===== src/rtl/piso_readout_pkg.sv =====
// piso_readout_pkg
//   Shared definitions for the parallel-in / serial-out readout path.
//   The state encoding is exported so the matching sample-side logic can
//   decode the transmitter state with identical values.
//
//   Contents:
//     piso_state_t  -- FSM state encoding (IDLE=0, SHIFT=1, PAR=2, FIN=3)
//     STATE_W       -- width of the encoded state
package piso_readout_pkg;

  localparam int STATE_W = 2;

  typedef enum logic [STATE_W-1:0] {
    IDLE  = 2'd0,
    SHIFT = 2'd1,
    PAR   = 2'd2,
    FIN   = 2'd3
  } piso_state_t;

endpackage


===== src/rtl/piso_readout_stacked.sv =====
// piso_readout_stacked
//   Parallel-in / serial-out readout serializer. A word accepted in IDLE is
//   sent MSB first, one bit per SHIFT_EN, followed by a one-cycle DONE pulse.
//
//   Build option: define PISO_READOUT_PARITY_EN to append an even-parity bit
//   (state PAR) after the last data bit. Without it the frame is exactly
//   WIDTH bits and no parity state or register exists.
//
//   Parameters:
//     WIDTH        data bits per frame, 2..32
//   Ports:
//     CLK          clock, rising edge
//     RST          asynchronous active-high reset
//     LOAD_VALID   DATA_IN offered for transmission
//     LOAD_READY   high only in IDLE; accept = LOAD_VALID && LOAD_READY
//     DATA_IN      parallel word to serialize
//     SHIFT_EN     consume the current serial bit this cycle
//     SHIFT_OUT    current serial bit (0 when not transmitting)
//     SHIFT_VALID  SHIFT_OUT carries a frame bit
//     DONE         single-cycle pulse after the last bit is consumed
module piso_readout_stacked
  import piso_readout_pkg::*;
#(
  parameter int WIDTH = 8
) (
  input  logic             CLK,
  input  logic             RST,
  input  logic             LOAD_VALID,
  output logic             LOAD_READY,
  input  logic [WIDTH-1:0] DATA_IN,
  input  logic             SHIFT_EN,
  output logic             SHIFT_OUT,
  output logic             SHIFT_VALID,
  output logic             DONE
);

  localparam int CNT_W = $clog2(WIDTH);

  piso_state_t      state_reg;
  logic [WIDTH-1:0] data_reg;
  logic [CNT_W-1:0] cnt_reg;
`ifdef PISO_READOUT_PARITY_EN
  logic             parity_reg;
`endif

  always_ff @(posedge CLK or posedge RST) begin
    if (RST) begin
      state_reg  <= IDLE;
      data_reg   <= '0;
      cnt_reg    <= '0;
`ifdef PISO_READOUT_PARITY_EN
      parity_reg <= 1'b0;
`endif
    end else begin
      case (state_reg)
        IDLE: begin
          // LOAD_READY is high exactly in IDLE, so LOAD_VALID alone is the accept.
          if (LOAD_VALID) begin
            data_reg   <= DATA_IN;
            cnt_reg    <= CNT_W'(WIDTH - 1);
`ifdef PISO_READOUT_PARITY_EN
            parity_reg <= ^DATA_IN;
`endif
            state_reg  <= SHIFT;
          end
        end

        SHIFT: begin
          if (SHIFT_EN) begin
            data_reg <= {data_reg[WIDTH-2:0], 1'b0};
            if (cnt_reg == '0) begin
`ifdef PISO_READOUT_PARITY_EN
              state_reg <= PAR;
`else
              state_reg <= FIN;
`endif
            end else begin
              // Counter stops at zero; the transition above leaves SHIFT instead.
              cnt_reg <= cnt_reg - 1'b1;
            end
          end
        end

        PAR: begin
`ifdef PISO_READOUT_PARITY_EN
          if (SHIFT_EN) begin
            state_reg <= FIN;
          end
`else
          // Unreachable without the parity option; recover to IDLE.
          state_reg <= IDLE;
`endif
        end

        FIN: begin
          state_reg <= IDLE;
        end

        default: begin
          state_reg <= IDLE;
        end
      endcase
    end
  end

  // Moore outputs decoded from registered state only.
  assign LOAD_READY = (state_reg == IDLE);
  assign DONE       = (state_reg == FIN);

`ifdef PISO_READOUT_PARITY_EN
  assign SHIFT_VALID = (state_reg == SHIFT) || (state_reg == PAR);
  assign SHIFT_OUT   = ((state_reg == SHIFT) && data_reg[WIDTH-1]) ||
                       ((state_reg == PAR)   && parity_reg);
`else
  assign SHIFT_VALID = (state_reg == SHIFT);
  assign SHIFT_OUT   = (state_reg == SHIFT) && data_reg[WIDTH-1];
`endif

endmodule

===== config.mk =====
export PLATFORM = sky130hd
export DESIGN_NAME = piso_readout_stacked
export DESIGN_NICKNAME = d
export VERILOG_FILES = /design/src/rtl/piso_readout_pkg.sv /design/src/rtl/piso_readout_stacked.sv
export SDC_FILE = /design/constraint.sdc
export NUM_CORES = 1
export LEC_CHECK = 0
export ABC_AREA = 0
export ABC_CLOCK_PERIOD_IN_PS = 1400
export BUFFER_PORTS_ARGS = -buffer_cell sky130_fd_sc_hd__buf_2
export CAP_MARGIN = 20
export CELL_PAD_IN_SITES_DETAIL_PLACEMENT = 2
export CELL_PAD_IN_SITES_GLOBAL_PLACEMENT = 2
export CORE_MARGIN = 4
export CORE_UTILIZATION = 29
export DETAILED_ROUTE_END_ITERATION = 10
export PLACE_DENSITY = 0.75
export SETUP_SLACK_MARGIN = 0.3
export SYNTH_ARGS = -nofsm -noshare
export SYNTH_HDL_FRONTEND = slang
export SYNTH_SLANG_ARGS = --single-unit

===== constraint.sdc =====
create_clock -name CLK -period 1.4 [get_ports CLK]
set_input_delay 0.28 -clock CLK [delete_from_list [all_inputs] [get_ports CLK]]
set_output_delay 0.28 -clock CLK [all_outputs]
set_load 0.03 [all_outputs]

==> Word-level counts from Yosys, hierarchy flattened <==
Cells that the tools add are included.
Widths: inputs -> output; s select.
{ "word_totals": {"reg_bits": 13, "inputBits": 12, "elab_cells": 30} }
{ "classes": {"addsub": 1, "n_eq_ne": 7, "n_mux": 11, "n_reduce_logical": 8} }
{ "op_table": {"columns": ["op", "count"], "rows": [
  ["$mux 8", 2],
  ["$pmux 8 s2", 1],
  ["$mux 3", 3],
  ["$mux 2", 3],
  ["$ne 2x2->1 const B", 3],
  ["$pmux 2 s3", 1],
  ["$pmux 3 s2", 1],
  ["$reduce_and 3->1", 2],
  ["$eq 2x2->1 const B", 2],
  ["$reduce_and 4->1", 1],
  ["$logic_not 3->1", 1],
  ["$sub 3x1->3 const B", 1],
  ["$eq 2x1->1 const B", 1],
  ["$logic_not 2->1", 1],
  ["$ne 2x1->1 const B", 1],
  ["$reduce_bool 2->1", 1],
  ["$reduce_or 2->1", 1],
  ["$logic_and 1x1->1", 1]
]} }

==> Logic depth before layout (Yosys ltp) <==
Gate-level depths: netlist (run 1).
{ "logic_depth": {"depth_word": 4, "ltp_mapped": 6, "depth_no_buf": 6} }

==> Least setup slack after synthesis (run 1) <==
OpenSTA, ideal clock, no wires.
{ "synth_path": {"path_kind": "reg-to-output", "start": "reg state_reg[1]", "end": "out SHIFT_OUT", "t_arrival_ps": 1113, "required_ps": 1120, "setup_slack_ps": 7, "path_stages_with_launch": 5, "cell_sequence": "dfrtp_1 buf_2 nor2b_4 buf_12 and2_1"} }
{ "synth_via": {"elab_chain_len": 2} }
{ "synth_lines": {"columns": ["item", "line", "rtl"], "rows": [
  ["from (decl)", "piso_readout_stacked.sv:39", "piso_state_t state_reg;"],
  ["from (signal assigned)", "piso_readout_stacked.sv:48", "state_reg <= IDLE;"],
  ["from (signal assigned)", "piso_readout_stacked.sv:64", "state_reg <= SHIFT;"],
  ["from (signal assigned)", "piso_readout_stacked.sv:75", "state_reg <= FIN;"],
  ["$eq 2x1->1", null, null],
  ["named net SHIFT_VALID", "piso_readout_stacked.sv:33", "output logic SHIFT_VALID,"],
  ["$logic_and 1x1->1", "piso_readout_stacked.sv:116", "assign SHIFT_OUT = (state_reg == SHIFT) && data_reg[WIDTH-1];"],
  ["to (decl)", "piso_readout_stacked.sv:32", "output logic SHIFT_OUT,"]
]} }
The timed path passes the listed nets, and every way through them passes these cells.

==> Worst setup path in the final report (run 1) <==
{ "layout_path": {"start": "reg cnt_reg[1]", "end": "reg cnt_reg[2]"} }
{ "layout_via": {"elab_chain_len": 4, "word_cells_on_any_way": 7, "cone_classes": "1 x add/sub; 1 x eq/ne; 3 x mux; 2 x reduce/logical"} }
{ "layout_lines": {"columns": ["item", "line", "rtl"], "rows": [
  ["from (decl)", "piso_readout_stacked.sv:41", "logic [CNT_W-1:0] cnt_reg;"],
  ["from (signal assigned)", "piso_readout_stacked.sv:60", "cnt_reg <= CNT_W'(WIDTH - 1);"],
  ["from (signal assigned)", "piso_readout_stacked.sv:79", "cnt_reg <= cnt_reg - 1'b1;"],
  ["$sub 3x1->3", "piso_readout_stacked.sv:79", null],
  ["$mux 3", "piso_readout_stacked.sv:71", "if (cnt_reg == '0) begin"],
  ["$mux 3", "piso_readout_stacked.sv:69", "if (SHIFT_EN) begin"],
  ["$pmux 3 s2", "piso_readout_stacked.sv:55", "case (state_reg)"]
]} }
Several ways; a longest one is shown, not always the timed one. The select of a mux whose other input is x is not followed.
A chain may end at the register's enable or synchronous reset.

==> summary.md, run 1 <==
| Metric | Value |
|---|---|
| Final nets | 119 |
| Vias in the first global route | 721 |
| Crit path launch type | register |
| Synth area leader | dfrtp_1 |
| Final Hold Viols | 0 |
| IO Count | 16 |
| Register area | 327 um2 |
| VDD IR-drop max | 0.00105 V |
| Die W | 58.6 um |
| CTS root buf | clkbuf_4 |
| Period minus WS final | 1.43 ns |
| Register area share after synthesis | 43.8% |
| Setup tns final | -0.0768 ns |
| Synthesized-area fraction occupied by ao, oa, aoi and oai cells | 14.2% |
| Vert. Die Dim | roughly 60 um |
| Ys async rst share | 100% |
| Worst path buffer plus inverter count | 1 |
| Clock Sinks | 13 |
| Final WS setup | -0.0328 ns |
| Critical path start-end classification | reg2reg |
| Hpwl dp | ~1300 um |
| Slew margin rel. | 65.6% |
| Total placed cells including tap cells | 119 |
| Period utilization | 102% |
| Main combinational cell family by area after synthesis | simple AND/OR/NAND/NOR gates |
| Vias per cell | 4.80 |
| Largest register FFs | 8 |
| Xor and xnor area share after synthesis | 0% |
| DR iter-0 viols | 6 |
| Hold crit path type | in2async |
| Cts hold-fix bufs | 0 |
| Largest net degree at the start of global routing | 14 |
| Routed Antenna Nets | 0 |
| Final setup violation count | 4 |
| Max_cap viols | 0 |
| Total power | 2.75 mW |
| Fin Hold WS | 0.0111 ns |
| Number of flops mapped to enable cells by yosys | 0 |
| Share of the synthesized area in the top cell type | 43.8% |
| Gr usage total | between 10% and 20% |
| Actual transition at the worst max-transition pin | 0.515 ns |
| Data arrival, critical path | 1.61 ns |
| Maximum clock frequency | about 700 MHz |
| Overflow after GRT | 0 |
| Core box area | 2450 um2 |
| Synthesized-area fraction occupied by adder cells | around 3.4% |
| Most frequent cell after synthesis | dfrtp_1 |
| CP max stage cell | dfrtp_1 |
| Total number of yosys warnings | 0 |
| # DRC | 0 |
| Crit-path max cell delay | 0.40 ns |
| P&R area growth vs syn | 50.8% |
| Vias | approximately 640 |
| Leakage Power | 0.556 nW |
| Post-synthesis mux area share | 10.8% |
| CTS clock-pin slew for the worst setup and hold paths | 0.09 ns |
| Die Area | 3430 um2 |
| RSZ-0062 raised after global routing | true |
| CTS Buffer Depth | 2 |
| Synth top cells by count | dfrtp_1 (13), nand2_1 (9), mux2i_1 (8) |
| Failing checks | negative setup slack |
| Worst EP required | 1.57 ns |
| Routed len/inst | 17.2 um |
| Post-Syn Nets | 87 |
| Main synth FF type | dfrtp_1 |
| Initial antenna violation count | 0 |
| Critical path endpoint category | register |
| Clk_lat worst skew | around 0.28 ns |
| Post-Syn Area per Cell | 10.2 um2 |
| Worst-path fanout max | 5 |
| CTS buffer count | 3 |
| Delay-heaviest family, CP | compound AO/OA/AOI/OAI gates |
| Register bit total from synthesis | 13 |
| Global placement routability congestion | approximately 0.85 |
| CTS tree | built |
| Synth Instances | 73 |
| Fin. max-slew vios | 0 |
| Placed instance area | 860 um2 |
| IO buf count | 15 |
| Non-Filler Instances | about 130 |
| Simple logic cell fraction of the synthesized area | 20.2% |
| Area of the multi-input gates | 480 um2 |
| Routed WL | 2310 um |
| First drt pass iteration count | 2 |
| Starting Density | 30.2% |
| H-Tree Depth | 1 |
| Cell Area, Synth | 742 um2 |
| Final setup skew | 0.0124 ns |
| Cell variety after synth | 28 |
| Fin area | 1120 um2 |
| First-pass GRT wire length | 3590 um |
| PwrDens | 2460 nW/um2 |
| Cells along the critical path | inv_2 > ha_4 > nor2b_4 > nor2_4 > o21ba_4 > o221a_1 |
| Status | finished with violations |
| Std-Cell Rows | 18 |
| Layout cell share with drive strength beyond 1 | approximately 53% |
| Fill cells | 265 |
| Synth top area cells | dfrtp_1 (44%), mux2i_1 (11%), nand2_1 (4.6%) |
| N_diodes | 0 |
worst reg2reg max path: cells and delay by family (launching register included):
family	cells	cell delay [ns]
DFF	1	0.40
buffers and inverters	1	0.10
and+or+nand+nor	2	0.25
adders and majority gates	1	0.13
AOI/OAI and AO/OA	2	0.45
cells by family after synthesis:
logic type / count (synthesis)
and+or+nand+nor: 26
AOI/OAI and AO/OA: 16
muxes: 8
buffers and inverters: 8
adders and majority gates: 2
DFF: 13
metal layers:
layer | track usage (%) | wire length [um] | part of all wire [%] | up-vias
li1 | - | - | - | 311
met1 | 16.8 | 1020 | 44 | 320
met2 | 25.5 | 1220 | 53 | 12
met3 | 4.82 | 72 | 3.1 | 0
met4 | 3.88 | 0 | 0 | 0
met5 | 0 | 0 | 0 | -
where the power goes:
group	leakage [nW]	internal, mW	total [mW]	switching, mW
sequential	0.163	0.539	0.668	0.129
combinational	0.378	0.977	1.85	0.868
clock	0.0150	0.110	0.236	0.125
total	0.556	1.63	2.75	1.12
path summary, 6_finish.rpt:
path | cells past startpoint | from | slack (ns) | to
worst max-delay path | 6 | cnt_reg[1] | -0.03 | cnt_reg[2]
worst min-delay path | 2 | RST | 0.01 | data_reg[1]
worst max register to register | 6 | cnt_reg[1] | -0.03 | cnt_reg[2]
worst min register to register | 2 | data_reg[2] | 0.50 | data_reg[2]
max in group asynchronous | 2 | RST | 1.02 | state_reg[0]
min in group CLK | 3 | DATA_IN[5] | 0.28 | data_reg[5]
layout make-up:
type                            instances  area share, %
Clock buffer                            4           2.35
Multi-Input combinational cell         53           43.0
Sequential cell                        13           29.2
Tap cell                               30           3.36
Inverter                                4           1.34
Timing Repair Buffer                   30           20.8
layout by cell type (no fill, tap or decap), types with 3 or more instances in the layout:
cell / n
clkbuf_4: 3
mux2i_1: 7
o21ai_1: 9
nand2_1: 9
dfrtp_1: 12
buf_6: 8
buf_4: 9
buf_2: 12
repair_timing:
item                                    CTS  global route
pin swaps                                 5             1
gates resized for setup                  29             9
endpoints found under the setup margin   15            16
setup buffers                             7             3
gates cloned                              1             0
per-stage QoR:
stage	util, %	setup slack, ns
after CTS	43.3	-0.0161
after floorplan	-	0.0642
after global routing	45.6	-0.115
after global placement	35.0	0.0438
after detailed placement	35.0	-0.0466
final	45.6	-0.0328
Note: power is estimated with default switching activity, not from simulation.
==> inputs of run 2 (changes only) <==
--- a/config.mk
+++ b/config.mk
@@ -16,6 +16,7 @@
 export DETAILED_ROUTE_END_ITERATION = 10
 export PLACE_DENSITY = 0.75
 export SETUP_SLACK_MARGIN = 0.3
+export SKIP_LAST_GASP = 1
 export SYNTH_ARGS = -nofsm -noshare
 export SYNTH_HDL_FRONTEND = slang
 export SYNTH_SLANG_ARGS = --single-unit
==> run 2 against run 1 <==
- the flow still finishes with violations (negative setup slack)
- final cell count is the same
- fmax decreased by 0.72%
- critical path depth unchanged
- critical endpoint unchanged
- largest power group unchanged
==> summary.md, run 2 (synthesis gave the netlist of run 1 again) <==
| Metric | Value |
|---|---|
| Die W | 58.6 um (unchanged) |
| Std-Cell Rows | 18 (unchanged) |
| CTS root buf | clkbuf_4 |
| N_diodes | 0 (unchanged) |
| Crit-path max cell delay | 0.41 ns (about the same) |
| Slew margin rel. | 64.5% (-1.2 points) |
| Setup tns final | -0.0776 ns (-0.000780 ns) |
| PwrDens | 2440 nW/um2 (-0.78%) |
| Actual transition at the worst max-transition pin | 0.532 ns (+0.0174 ns) |
| DRT met1 WL | 995 um (-2.2%) |
| Layout cell share with drive strength beyond 1 | 51.9% (-0.96 points) |
| Critical path start-end classification | reg2reg |
| Worst EP required | 1.58 ns (about the same) |
| Delay-heaviest family, CP | compound AO/OA/AOI/OAI gates |
| Failing checks | negative setup slack |
| Worst path buffer plus inverter count | 1 (unchanged) |
| Period utilization | 103% (+0.75 points) |
| Routed Antenna Nets | 0 (unchanged) |
| Max layer used | met4 |
| Cts hold-fix bufs | 0 (unchanged) |
| Clock Sinks | 13 (unchanged) |
| Status | finished with violations |
| FF-to-FF Start | cnt_reg[1] |
| Final nets | 119 (unchanged) |
| IO Count | 16 (unchanged) |
| Area of the multi-input gates | 468 um2 (-2.6%) |
| First-pass GRT wire length | 3770 um (+5.2%) |
| Maximum clock frequency | 693 MHz (-0.72%) |
| Final Hold Viols | 0 (unchanged) |
| Leakage Power | 0.555 nW (-0.22%) |
| Starting Density | 30.2% (unchanged) |
| Fill cells | 261 (-1.5%) |
| Metal3 WL | 77 um (+6.9%) |
| Final WS setup | -0.0432 ns (-0.0105 ns) |
| IO buf count | 15 (unchanged) |
| Total power | 2.70 mW (-1.9%) |
| Global placement routability congestion | 0.853 (unchanged) |
| CTS tree | built |
| Vias in the first global route | 717 (-0.55%) |
| Vias per cell | 4.93 (+2.6%) |
| Register area | 327 um2 (unchanged) |
| Max_cap viols | 0 (unchanged) |
| Worst-path fanout max | 5 (unchanged) |
| CP max stage cell | dfrtp_1 |
| Overflow after GRT | 0 (unchanged) |
| Routed len/inst | 17.3 um (+0.39%) |
| Cells along the critical path | inv_2 > ha_4 > nor2b_4 > nor2_4 > o21ba_4 > o221a_1 |
| Crit path launch type | register |
| Clk_lat worst skew | 0.28 ns (about the same) |
| VDD IR-drop max | 0.000954 V (-8.9%) |
| Stages on the worst setup path | 6 (unchanged) |
| Reg2reg path depth | 6 (unchanged) |
| CTS Buffer Depth | 2 (unchanged) |
| # DRC | 0 (unchanged) |
| Largest register FFs | 8 (unchanged) |
| Critical path endpoint category | register |
| Hold crit path type | in2async |
| Final setup skew | 0.0101 ns (-0.00228 ns) |
| Most frequent cells in the layout | dfrtp_1 (12), buf_2 (12), nand2_1 (9), o21ai_1 (9), buf_4 (9) |
| Vert. Die Dim | 58.6 um (unchanged) |
| RSZ-0062 raised after global routing | true |
| H-Tree Depth | 1 (unchanged) |
| Crit. Startpoint | cnt_reg[1] |
| Fin. max-slew vios | 0 (unchanged) |
| Hpwl dp | 1300 um (unchanged) |
| Final setup violation count | 3 (-1) |
| Met2 routed WL | 1230 um (+0.74%) |
| Largest net degree at the start of global routing | 14 (unchanged) |
| Initial antenna violation count | 0 (unchanged) |
| CTS clock-pin slew for the worst setup and hold paths | 0.09 ns (about the same) |
| CTS buffer count | 3 (unchanged) |
| Period minus WS final | 1.44 ns (+0.0105 ns) |
| Routed WL | 2320 um (+0.39%) |
| DR iter-0 viols | 6 (unchanged) |
| Worst reg-to-reg setup slack | -0.04 ns (about the same) |
| P&R area growth vs syn | 49.1% |
| Die Area | 3430 um2 (unchanged) |
| Vias | 660 (+2.6%) |
| Data arrival, critical path | 1.62 ns (about the same) |
| Gr usage total | 15.4% (+0.91 points) |
| First drt pass iteration count | 4 (+2) |
| Core box area | 2450 um2 (unchanged) |
run 2: cell counts in the layout (fill, tap and decap cells not counted):
Identical to the previous run, type by type.
run 2: through the flow:
step	hold slack, ns	cell area [um2]	utilization, %	std cells	setup WS (ns)
final	0.0132	1110	45.1	134	-0.0432
after global routing	0.0615	1110	45.1	134	-0.101
after CTS	0.0311	1050	42.8	131	-0.0161
after detailed placement	0.350	860	35.0	119	-0.0466
after global placement	0.346	860	35.0	119	0.0438
after floorplan	0.157	763	-	73	0.0642
run 2: metal layers:
metal,vias to the layer above,global-route usage [%]
met5,-,0
met2,13,27.1
li1,313,-
met3,2,4.82
met4,0,2.91
met1,332,18.5
run 2: layout make-up:
type                       count  area share [%]
clock buffer                   4            2.38
inverter                       4            1.36
multi-input combinational     53            42.3
sequential                    13            29.5
tap                           30            3.39
timing repair buffer          30            21.0
run 2: where the power goes:
group | total [mW] | switching, mW | internal (mW)
clock | 0.242 | 0.132 | 0.111
combinational | 1.79 | 0.843 | 0.943
sequential | 0.669 | 0.130 | 0.539
run 2: path summary, 6_finish.rpt:
path / end
setup / recovery: cnt_reg[2]
hold / removal: data_reg[0]
setup reg to reg: cnt_reg[2]
hold reg to reg: data_reg[2]
max in group asynchronous: state_reg[0]
min in group CLK: data_reg[1]
run 2: timing repair:
item                       in CTS  in global routing
buffers inserted                7                  3
gates cloned                    1                  0
setup endpoints to repair      15                 16
resized for setup              27                 10
pin swaps                       5                  2
